==> config.mk <==
export PLATFORM = sky130hd
export DESIGN_NAME = ecap5_dwbgpio
export DESIGN_NICKNAME = d
export VERILOG_FILES = /design/src/rtl/ecap5_dwbgpio_pkg.sv /design/src/rtl/ecap5_dwbgpio_debounce.sv /design/src/rtl/ecap5_dwbgpio.sv
export SDC_FILE = /design/constraint.sdc
export NUM_CORES = 1
export LEC_CHECK = 0
export ABC_AREA = 1
export CELL_PAD_IN_SITES_DETAIL_PLACEMENT = 1
export CELL_PAD_IN_SITES_GLOBAL_PLACEMENT = 1
export CORE_ASPECT_RATIO = 1.2
export CORE_UTILIZATION = 40
export DETAILED_ROUTE_END_ITERATION = 7
export DONT_BUFFER_PORTS = 1
export GPL_TIMING_DRIVEN = 0
export PLACE_DENSITY_LB_ADDON = 0.15
export SYNTH_ARGS = -nofsm -noshare
export SYNTH_HDL_FRONTEND = slang
export SYNTH_HIERARCHICAL = 1
export SYNTH_SLANG_ARGS = --single-unit
==> constraint.sdc <==
create_clock -name clk_i -period 1.43 [get_ports clk_i]
set_input_delay 0.2145 -clock clk_i [delete_from_list [all_inputs] [get_ports clk_i]]
set_output_delay 0.2145 -clock clk_i [all_outputs]
set_load 0.02 [all_outputs]
==> src/rtl/ecap5_dwbgpio_pkg.sv <==
// ecap5_dwbgpio shared definitions.
// Register map of the Wishbone GPIO slave.
package ecap5_dwbgpio_pkg;

    localparam int ADDR_W = 2;

    typedef enum logic [ADDR_W-1:0] {
        REG_OUT  = 2'd0,
        REG_IN   = 2'd1,
        REG_EDGE = 2'd2,
        REG_RSVD = 2'd3
    } reg_e;

endpackage

==> src/rtl/ecap5_dwbgpio_debounce.sv <==
// ecap5_dwbgpio input conditioning.
// Two-flop synchroniser followed by a stability-window debouncer.
module ecap5_dwbgpio_debounce #(
    parameter int DEBOUNCE_CYCLES = 240000
) (
    input  logic clk_i,
    input  logic rst_n_i,
    input  logic pin_i,
    output logic level_o,
    output logic rise_o
);

    localparam int CNT_W = $clog2(DEBOUNCE_CYCLES);
    localparam logic [CNT_W-1:0] CNT_MAX = CNT_W'(DEBOUNCE_CYCLES - 1);

    logic [1:0]       sync_q;
    logic             level_q;
    logic [CNT_W-1:0] cnt_q;
    logic             differ;
    logic             settle;

    assign differ = sync_q[1] ^ level_q;
    assign settle = differ && (cnt_q == CNT_MAX);

    always_ff @(posedge clk_i or negedge rst_n_i) begin
        if (!rst_n_i) begin
            sync_q  <= '0;
            level_q <= 1'b0;
            cnt_q   <= '0;
        end else begin
            sync_q <= {sync_q[0], pin_i};
            // counter clears on agreement or on settle, so it never wraps
            if (!differ || settle) begin
                cnt_q <= '0;
            end else begin
                cnt_q <= cnt_q + 1'b1;
            end
            if (settle) begin
                level_q <= sync_q[1];
            end
        end
    end

    assign level_o = level_q;
    assign rise_o  = settle & sync_q[1];

endmodule

==> src/rtl/ecap5_dwbgpio.sv <==
// ecap5_dwbgpio: Wishbone pipelined GPIO slave.
// OUT, debounced IN and sticky rising-edge EDGE registers.
module ecap5_dwbgpio
    import ecap5_dwbgpio_pkg::*;
#(
    parameter int NB_OUT          = 2,
    parameter int NB_IN           = 2,
    parameter int DEBOUNCE_CYCLES = 240000
) (
    input  logic              clk_i,
    input  logic              rst_n_i,
    input  logic [31:0]       wb_adr_i,
    input  logic [31:0]       wb_dat_i,
    input  logic [3:0]        wb_sel_i,
    input  logic              wb_we_i,
    input  logic              wb_stb_i,
    input  logic              wb_cyc_i,
    output logic [31:0]       wb_dat_o,
    output logic              wb_ack_o,
    output logic              wb_stall_o,
    output logic [NB_OUT-1:0] gpio_o,
    input  logic [NB_IN-1:0]  gpio_i
);

    logic              req;
    logic              wr;
    reg_e              sel;
    logic [31:0]       rdata;
    logic [NB_IN-1:0]  clr;
    logic [NB_IN-1:0]  in_db;
    logic [NB_IN-1:0]  rise;
    logic [NB_OUT-1:0] out_q;
    logic [NB_IN-1:0]  edge_q;
    logic              ack_q;
    logic [31:0]       dat_q;
    logic              unused_bits;

    assign req = wb_cyc_i & wb_stb_i;
    assign wr  = req & wb_we_i & wb_sel_i[0];
    assign sel = reg_e'(wb_adr_i[3:2]);

    assign unused_bits = ^{wb_adr_i, wb_sel_i, wb_dat_i};

    for (genvar i = 0; i < NB_IN; i++) begin : g_in
        ecap5_dwbgpio_debounce #(
            .DEBOUNCE_CYCLES(DEBOUNCE_CYCLES)
        ) u_debounce (
            .clk_i   (clk_i),
            .rst_n_i (rst_n_i),
            .pin_i   (gpio_i[i]),
            .level_o (in_db[i]),
            .rise_o  (rise[i])
        );
    end

    always_comb begin
        rdata = '0;
        unique case (sel)
            REG_OUT:  rdata[NB_OUT-1:0] = out_q;
            REG_IN:   rdata[NB_IN-1:0]  = in_db;
            REG_EDGE: rdata[NB_IN-1:0]  = edge_q;
            default:  rdata = '0;
        endcase
    end

    always_comb begin
        clr = '0;
        if (wr && sel == REG_EDGE) begin
            clr = wb_dat_i[NB_IN-1:0];
        end
    end

    always_ff @(posedge clk_i or negedge rst_n_i) begin
        if (!rst_n_i) begin
            ack_q  <= 1'b0;
            dat_q  <= '0;
            out_q  <= '0;
            edge_q <= '0;
        end else begin
            ack_q <= req;
            dat_q <= req ? rdata : '0;
            if (wr && sel == REG_OUT) begin
                out_q <= wb_dat_i[NB_OUT-1:0];
            end
            // a new edge wins over a same-cycle clear
            edge_q <= (edge_q & ~clr) | rise;
        end
    end

    assign wb_ack_o   = ack_q;
    assign wb_dat_o   = dat_q;
    assign wb_stall_o = 1'b0;
    assign gpio_o     = out_q;

endmodule

==> results.json, run 1 <==
{
  "status": "complete, no violations",
  "cts_buffer_depth": 2,
  "ys_top_cells_by_area": "dfrtp_1, nand2_1, nor2_1, buf_4, xor2_1",
  "setup_slack_ps": 21.72,
  "fp-row-count": 33,
  "skew_ps": 8.526,
  "drt-pass1-iter-count": 4,
  "crit_fanout": 7,
  "fin_util": 0.5386,
  "seq_area_sq_um": 1237,
  "syn-cell-area_sq_um": 2933,
  "place_inst": 495,
  "drc_errors": 0,
  "pwr-share-comb": 0.118,
  "grt_first_pass_wirelength_um": 11250,
  "internal_power_mw": 2.281,
  "design_area_sq_um": 3759,
  "arrival_ps": 1610,
  "initial_core_util": 0.4203,
  "fmax_mhz": 710.1,
  "gp_congestion": 0.8313,
  "hold_viol": 0,
  "hold_ws_ps": 34.43,
  "clock_latency_ps": 310,
  "drive_gt1_frac": 0.3157,
  "drt.antenna.violating_nets": 0,
  "setup.worst_path.class": "reg2reg",
  "vias": 2518,
  "period_share": 0.9848,
  "cts_tree": "done",
  "power.density_nw_per_um2": 808.5,
  "overflow": 0,
  "power.leakage_nw": 1.655,
  "viasPerCell": 4.663,
  "grt_pass1_vias": 2473,
  "muxShareOfSynthArea": 0,
  "chipWidth_um": 80.17,
  "yosys.area.top_type": "dfrtp_1",
  "synth.ff_latch_count": 49,
  "antenna_cells": 0,
  "finalCriticalPeriod_ps": 1408,
  "fill_cells": 891,
  "grt_max_degree": 50,
  "die_h_um": 95.80,
  "p_sw_frac": 0.2492,
  "yosysSeqAreaShare": 0.4181,
  "p_total_mw": 3.039,
  "pin_count": 111,
  "synth_top_area_frac": 0.4181,
  "synthXorXnorAreaFrac": 0.06570,
  "finalMaxSlewViolations": 0,
  "pwr-share-seq": 0.489,
  "setup-violations-final": 0,
  "cts.root.buffer_cell": "clkbuf_8",
  "cts_max_level": 2,
  "routed_wl_um": 7198,
  "power_switching_mw": 0.7572,
  "fin_tns_setup_ps": 0,
  "cap_viol_max_count": 0,
  "multi_input_area_sq_um": 1541,
  "nNetsFinal": 529,
  "hpwlAfterDp_um": 4802,
  "ys_types": 21,
  "grt_usage": 0.1914,
  "synth_compound_area_frac": 0.03242,
  "end_kind": "flip-flop",
  "path_clk_slew_ps": 100,
  "dp_slack_ps": -190.5,
  "fin_cells": 540,
  "yosys.area_share.adder": 0.008532,
  "cp-start-kind": "flip-flop",
  "synthSimpleGateAreaFrac": 0.3362,
  "first_iter_violations": 128,
  "rsz0062_at_grt": "yes",
  "ys.warnings.count": 6,
  "cts_buffers": 5,
  "portBuffers": 0,
  "clock-sinks": 49,
  "worstPathRequired_ps": 1630,
  "syn_to_final_growth_pct": 28.16,
  "hold_class": "in2reg",
  "wire_per_inst_um": 13.33,
  "dieArea_sq_um": 7680,
  "synth_top_family_by_area": "simple AND/OR/NAND/NOR gates",
  "antenna_found_initial": 0,
  "irDropWorstVdd_uv": 462.2,
  "synthCells": 378,
  "coreArea_sq_um": 6978,
  "p_clk_frac": 0.393,
  "dpl-instance-area_sq_um": 3154,
  "syn_area_per_cell_sq_um": 7.759
}
[state kept, by name, indices dropped and copies added (netlist names)]
name / flops
g_in.u_debounce/cnt_q: 36
wb_ack_o: 1
gpio_o: 2
wb_dat_o: 2
g_in.u_debounce/sync_q: 4
g_in.u_debounce/level_o: 2
edge_q: 2
[cells by family (layout without fill, tap and decap cells)]
| kind of cell | count (synthesis) | after routing |
|---|---|---|
| AND/OR/NAND/NOR | 222 | 223 |
| buffers and inverters | 68 | 112 |
| flip-flops | 49 | 49 |
| XOR/XNOR | 22 | 22 |
| AO/OA/AOI/OAI | 14 | 14 |
| adder cells (fa/ha/maj) | 2 | 2 |
| other | 1 | 31 |
[critical path, stage by stage, from the launching register on]
cell,delay (ps)
dfrtp_1,440
nand2_2,90
nor2_2,110
nand2_1,80
nor2_2,140
nand2_2,90
nand2_4,130
clkbuf_16,170
nor2_2,30
[synthesized netlist by cell type, drive strengths merged]
library cell and count:
ha 2, nand4 8, buf 33, o21ai 4, xor2 16, dfrtp 49, nand3 22, xnor2 6
a21boi 2, inv 35, nor2 89, nand2 101, o21bai 8, nor3 2, conb 1
[cell usage in the layout (no fill, tap or decap)]
master and n:
o21ai_1 2, inv_2 6, nand4_1 8, nand2_1 88, nand2_2 12, bufinv_16 2, xor2_2 1, nand2_4 2
conb_1 31, inv_1 29, xor2_1 15, clkbuf_8 5, nand3_4 2, ha_4 2, o21ai_0 2, nor2_4 6
a21boi_0 2, nor3_1 2, nand3_2 2, nand3_1 18, clkinv_2 1, nor2_1 56, dfrtp_2 9, dlygate4sd3_1 3
buf_4 61, nor2_2 27, buf_12 2, buf_16 1, o21bai_1 8, dfrtp_1 40, xnor2_1 6, clkbuf_16 2
[power groups by stage]
stage                     clock network, mW  logic, mW  registers [mW]
after floorplan                           0      0.233            1.50
after global placement                    0      0.250            1.51
after detailed placement                  0      0.253            1.51
after CTS                              1.24      0.328            1.48
after global routing                   1.29      0.397            1.49
final                                  1.20      0.357            1.49
[per-layer routing]
layer / routed length [um] / vias up / GRT usage
met5: 0 / - / 0
li1: - / 1254 / -
met3: 185 / 14 / 0.03223
met2: 3918 / 46 / 0.3554
met1: 2886 / 1204 / 0.2146
met4: 208 / 0 / 0.08036
[path summary, 6_finish.rpt]
path | from | endpoint | slack [ps] | cells past startpoint
max in group asynchronous | rst_n_i | g_in[1].u_debounce/cnt_q[13]$_DFF_PN0_ | 760 | 2
worst max-delay path | g_in[0].u_debounce/cnt_q[8]$_DFF_PN0_ | g_in[0].u_debounce/cnt_q[2]$_DFF_PN0_ | 20 | 8
worst max register to register | g_in[0].u_debounce/cnt_q[8]$_DFF_PN0_ | g_in[0].u_debounce/cnt_q[2]$_DFF_PN0_ | 20 | 8
worst min-delay path | wb_dat_i[1] | gpio_o[1]$_DFFE_PN0P_ | 30 | 2
worst min register to register | g_in[0].u_debounce/sync_q[0]$_DFF_PN0_ | g_in[0].u_debounce/sync_q[1]$_DFF_PN0_ | 360 | 0
min in group asynchronous | rst_n_i | g_in[1].u_debounce/cnt_q[11]$_DFF_PN0_ | 390 | 2
[what timing repair did]
item,4_1_cts,5_1_grt
gates resized for setup,6,39
buffers inserted,7,23
endpoints found under the setup margin,32,31
endpoints found under the hold margin,51,0
pin swaps,0,12
cloned,0,3
hold buffers,4,0
[layout make-up]
type | count | share of cell area
Multi-Input combinational cell | 292 | 0.4101
Clock buffer | 5 | 0.01831
Inverter | 35 | 0.03495
Clock inverter | 3 | 0.01731
Buffer | 33 | 0.07257
Timing Repair Buffer | 36 | 0.08855
Tap cell | 87 | 0.02896
Sequential cell | 49 | 0.3292
(Power assumes the default switching activity.)
==> inputs of run 2 (changes only) <==
- CELL_PAD_IN_SITES_DETAIL_PLACEMENT: 1 -> default
- CELL_PAD_IN_SITES_GLOBAL_PLACEMENT: 1 -> default
- CORE_UTILIZATION: 40 -> 57
==> run 2 against run 1 <==
  * Count of clock-buffer cells in the layout did not move
  * Die area fell by 29%
  * Combinational power fell by 3%
  * First-iteration DRC count rose by 17%
  * Wire length fell by 19%
  * Critical path depth fell by 1
  * Worst hold slack improved by 13 ps
  * Largest power group unchanged
==> results.json, run 2 (synthesis results as in run 1) <==
{
  "finalCriticalPeriod_ps": 1373,
  "place_inst": 468,
  "fin_util": 0.7277,
  "portBuffers": 0,
  "setup.worst_path.class": "reg2reg",
  "p_clk_frac": 0.355,
  "rsz0062_at_grt": "yes",
  "largest_reg_flops": 36,
  "coreArea_sq_um": 4940,
  "cp_cell_sequence": "ha_4 -> nand3_2 -> nor2_4 -> nand2_2 -> nand2_4 -> clkbuf_16 -> nor2_2",
  "cts_buffers": 5,
  "antenna_cells": 0,
  "status": "complete, no violations",
  "drt.antenna.violating_nets": 0,
  "hold_path_depth": 2,
  "wire_per_inst_um": 11.72,
  "viasPerCell": 4.838,
  "regMostFlops": "g_in.u_debounce/cnt_q",
  "p_total_mw": 2.836,
  "fp-row-count": 28,
  "pwr-share-seq": 0.523,
  "grt_usage": 0.2216,
  "grt_max_degree": 50,
  "arrival_ps": 1570,
  "path_clk_slew_ps": 90,
  "hold_class": "in2reg",
  "end_kind": "flip-flop",
  "dieArea_sq_um": 5437,
  "grt_first_pass_wirelength_um": 8928,
  "power.leakage_nw": 1.605,
  "cap_viol_max_count": 0,
  "gp_congestion": 0.9169,
  "setup-violations-final": 0,
  "slowest_stage": "dfrtp_1",
  "pin_count": 111,
  "cts_max_level": 2,
  "pwr-share-comb": 0.122,
  "p_sw_frac": 0.2567,
  "power.density_nw_per_um2": 789.0,
  "hold_viol": 0,
  "period_share": 0.9601,
  "worstPathRequired_ps": 1630,
  "cts.root.buffer_cell": "clkbuf_8",
  "routed_wl_um": 5858,
  "fin_cells": 500,
  "clock_latency_ps": 310,
  "power_switching_mw": 0.7281,
  "slowest_delay_ps": 400,
  "die_h_um": 80.58,
  "finalMaxSlewViolations": 0,
  "cp-start-kind": "flip-flop",
  "grt_pass1_vias": 2103,
  "antenna_found_initial": 0,
  "hold_ws_ps": 47.35,
  "skew_ps": 7.946,
  "drt-pass1-iter-count": 4,
  "reg2regPathDepth": 7,
  "syn_to_final_growth_pct": 22.57,
  "fmax_mhz": 728.4,
  "vias": 2419,
  "irDropWorstVdd_uv": 751.0,
  "most-common-layout-cells": "nand2_1, nor2_1, buf_4",
  "hpwlAfterDp_um": 3844,
  "first_iter_violations": 150,
  "initial_core_util": 0.5937,
  "internal_power_mw": 2.108,
  "cts_tree": "done",
  "chipWidth_um": 67.48,
  "drc_errors": 0,
  "fill_cells": 385,
  "nNetsFinal": 516,
  "cts_buffer_depth": 2,
  "overflow": 0,
  "crit_fanout": 8,
  "clock-sinks": 49,
  "final_common_cell": "nand2_1",
  "reg_top3": "g_in.u_debounce/cnt_q: 36 flops, g_in.u_debounce/sync_q: 4 flops",
  "drive_gt1_frac": 0.2659
}
## run 2: worst paths after layout
kind / slack [ps] / end / from
min in group asynchronous: 440 / g_in[0].u_debounce/cnt_q[10]$_DFF_PN0_ / rst_n_i
hold reg to reg: 360 / g_in[1].u_debounce/sync_q[1]$_DFF_PN0_ / g_in[1].u_debounce/sync_q[0]$_DFF_PN0_
max in group asynchronous: 730 / g_in[1].u_debounce/cnt_q[12]$_DFF_PN0_ / rst_n_i
setup reg to reg: 60 / g_in[1].u_debounce/cnt_q[3]$_DFF_PN0_ / g_in[1].u_debounce/cnt_q[1]$_DFF_PN0_
hold / removal: 50 / gpio_o[1]$_DFFE_PN0P_ / wb_dat_i[1]
setup / recovery: 60 / g_in[1].u_debounce/cnt_q[3]$_DFF_PN0_ / g_in[1].u_debounce/cnt_q[1]$_DFF_PN0_
## run 2: power by group through the flow
stage	registers, mW	clock network [mW]	logic (mW)
2_1_floorplan	1.50	0	0.233
3_3_place_gp	1.51	0	0.248
3_5_place_dp	1.51	0	0.251
4_1_cts	1.48	1.05	0.318
5_1_grt	1.49	1.09	0.383
6_report	1.48	1.01	0.346
## run 2: final cells by class
| class | count | area, sq um | share of cell area |
|---|---|---|---|
| multi-input combinational | 291 | 1524 | 0.4239 |
| tap | 60 | 75.07 | 0.02088 |
| inverter | 35 | 131.4 | 0.03655 |
| timing repair buffer | 24 | 242.7 | 0.06753 |
| clock buffer | 5 | 68.82 | 0.01914 |
| buffer | 33 | 272.8 | 0.07588 |
| clock inverter | 3 | 46.29 | 0.01288 |
| sequential | 49 | 1234 | 0.3432 |
## run 2: per-stage QoR
| stage | TNS, ps | area, sq um | worst slack [ps] |
|---|---|---|---|
| 6_report | 0 | 3595 | 57.06 |
| 5_1_grt | -443.2 | 3595 | -60.60 |
| 4_1_cts | 0 | 3333 | 5.182 |
| 3_5_place_dp | -1683 | 3120 | -122.6 |
| 3_3_place_gp | -1467 | 3120 | -101.0 |
| 2_1_floorplan | 0 | 3045 | 90.87 |
## run 2: worst max-delay path, delay by kind of cell (launching register included)
family / cells / cell delay [ps]
adders and majority gates: 1 / 170
DFF: 1 / 400
and+or+nand+nor: 5 / 520
buffers and inverters: 1 / 170
## run 2: per-layer routing
layer  GRT usage  vias up  routed length (um)
met4      0.1170        0                 191
met1      0.2410     1112                2317
met5           0        -                   0
met3     0.04972       17                 216
met2      0.3881       60                3132
li1            -     1230                   -
## run 2: timing repair
| action | 4_1_cts | 5_1_grt |
|---|---|---|
| endpoints found under the setup margin | 24 | 29 |
| resized for setup | 4 | 29 |
| hold buffers | 4 | 0 |
| pin swaps | 1 | 9 |
| endpoints found under the hold margin | 51 | 0 |
| buffers inserted | 4 | 14 |
| cloned | 0 | 2 |
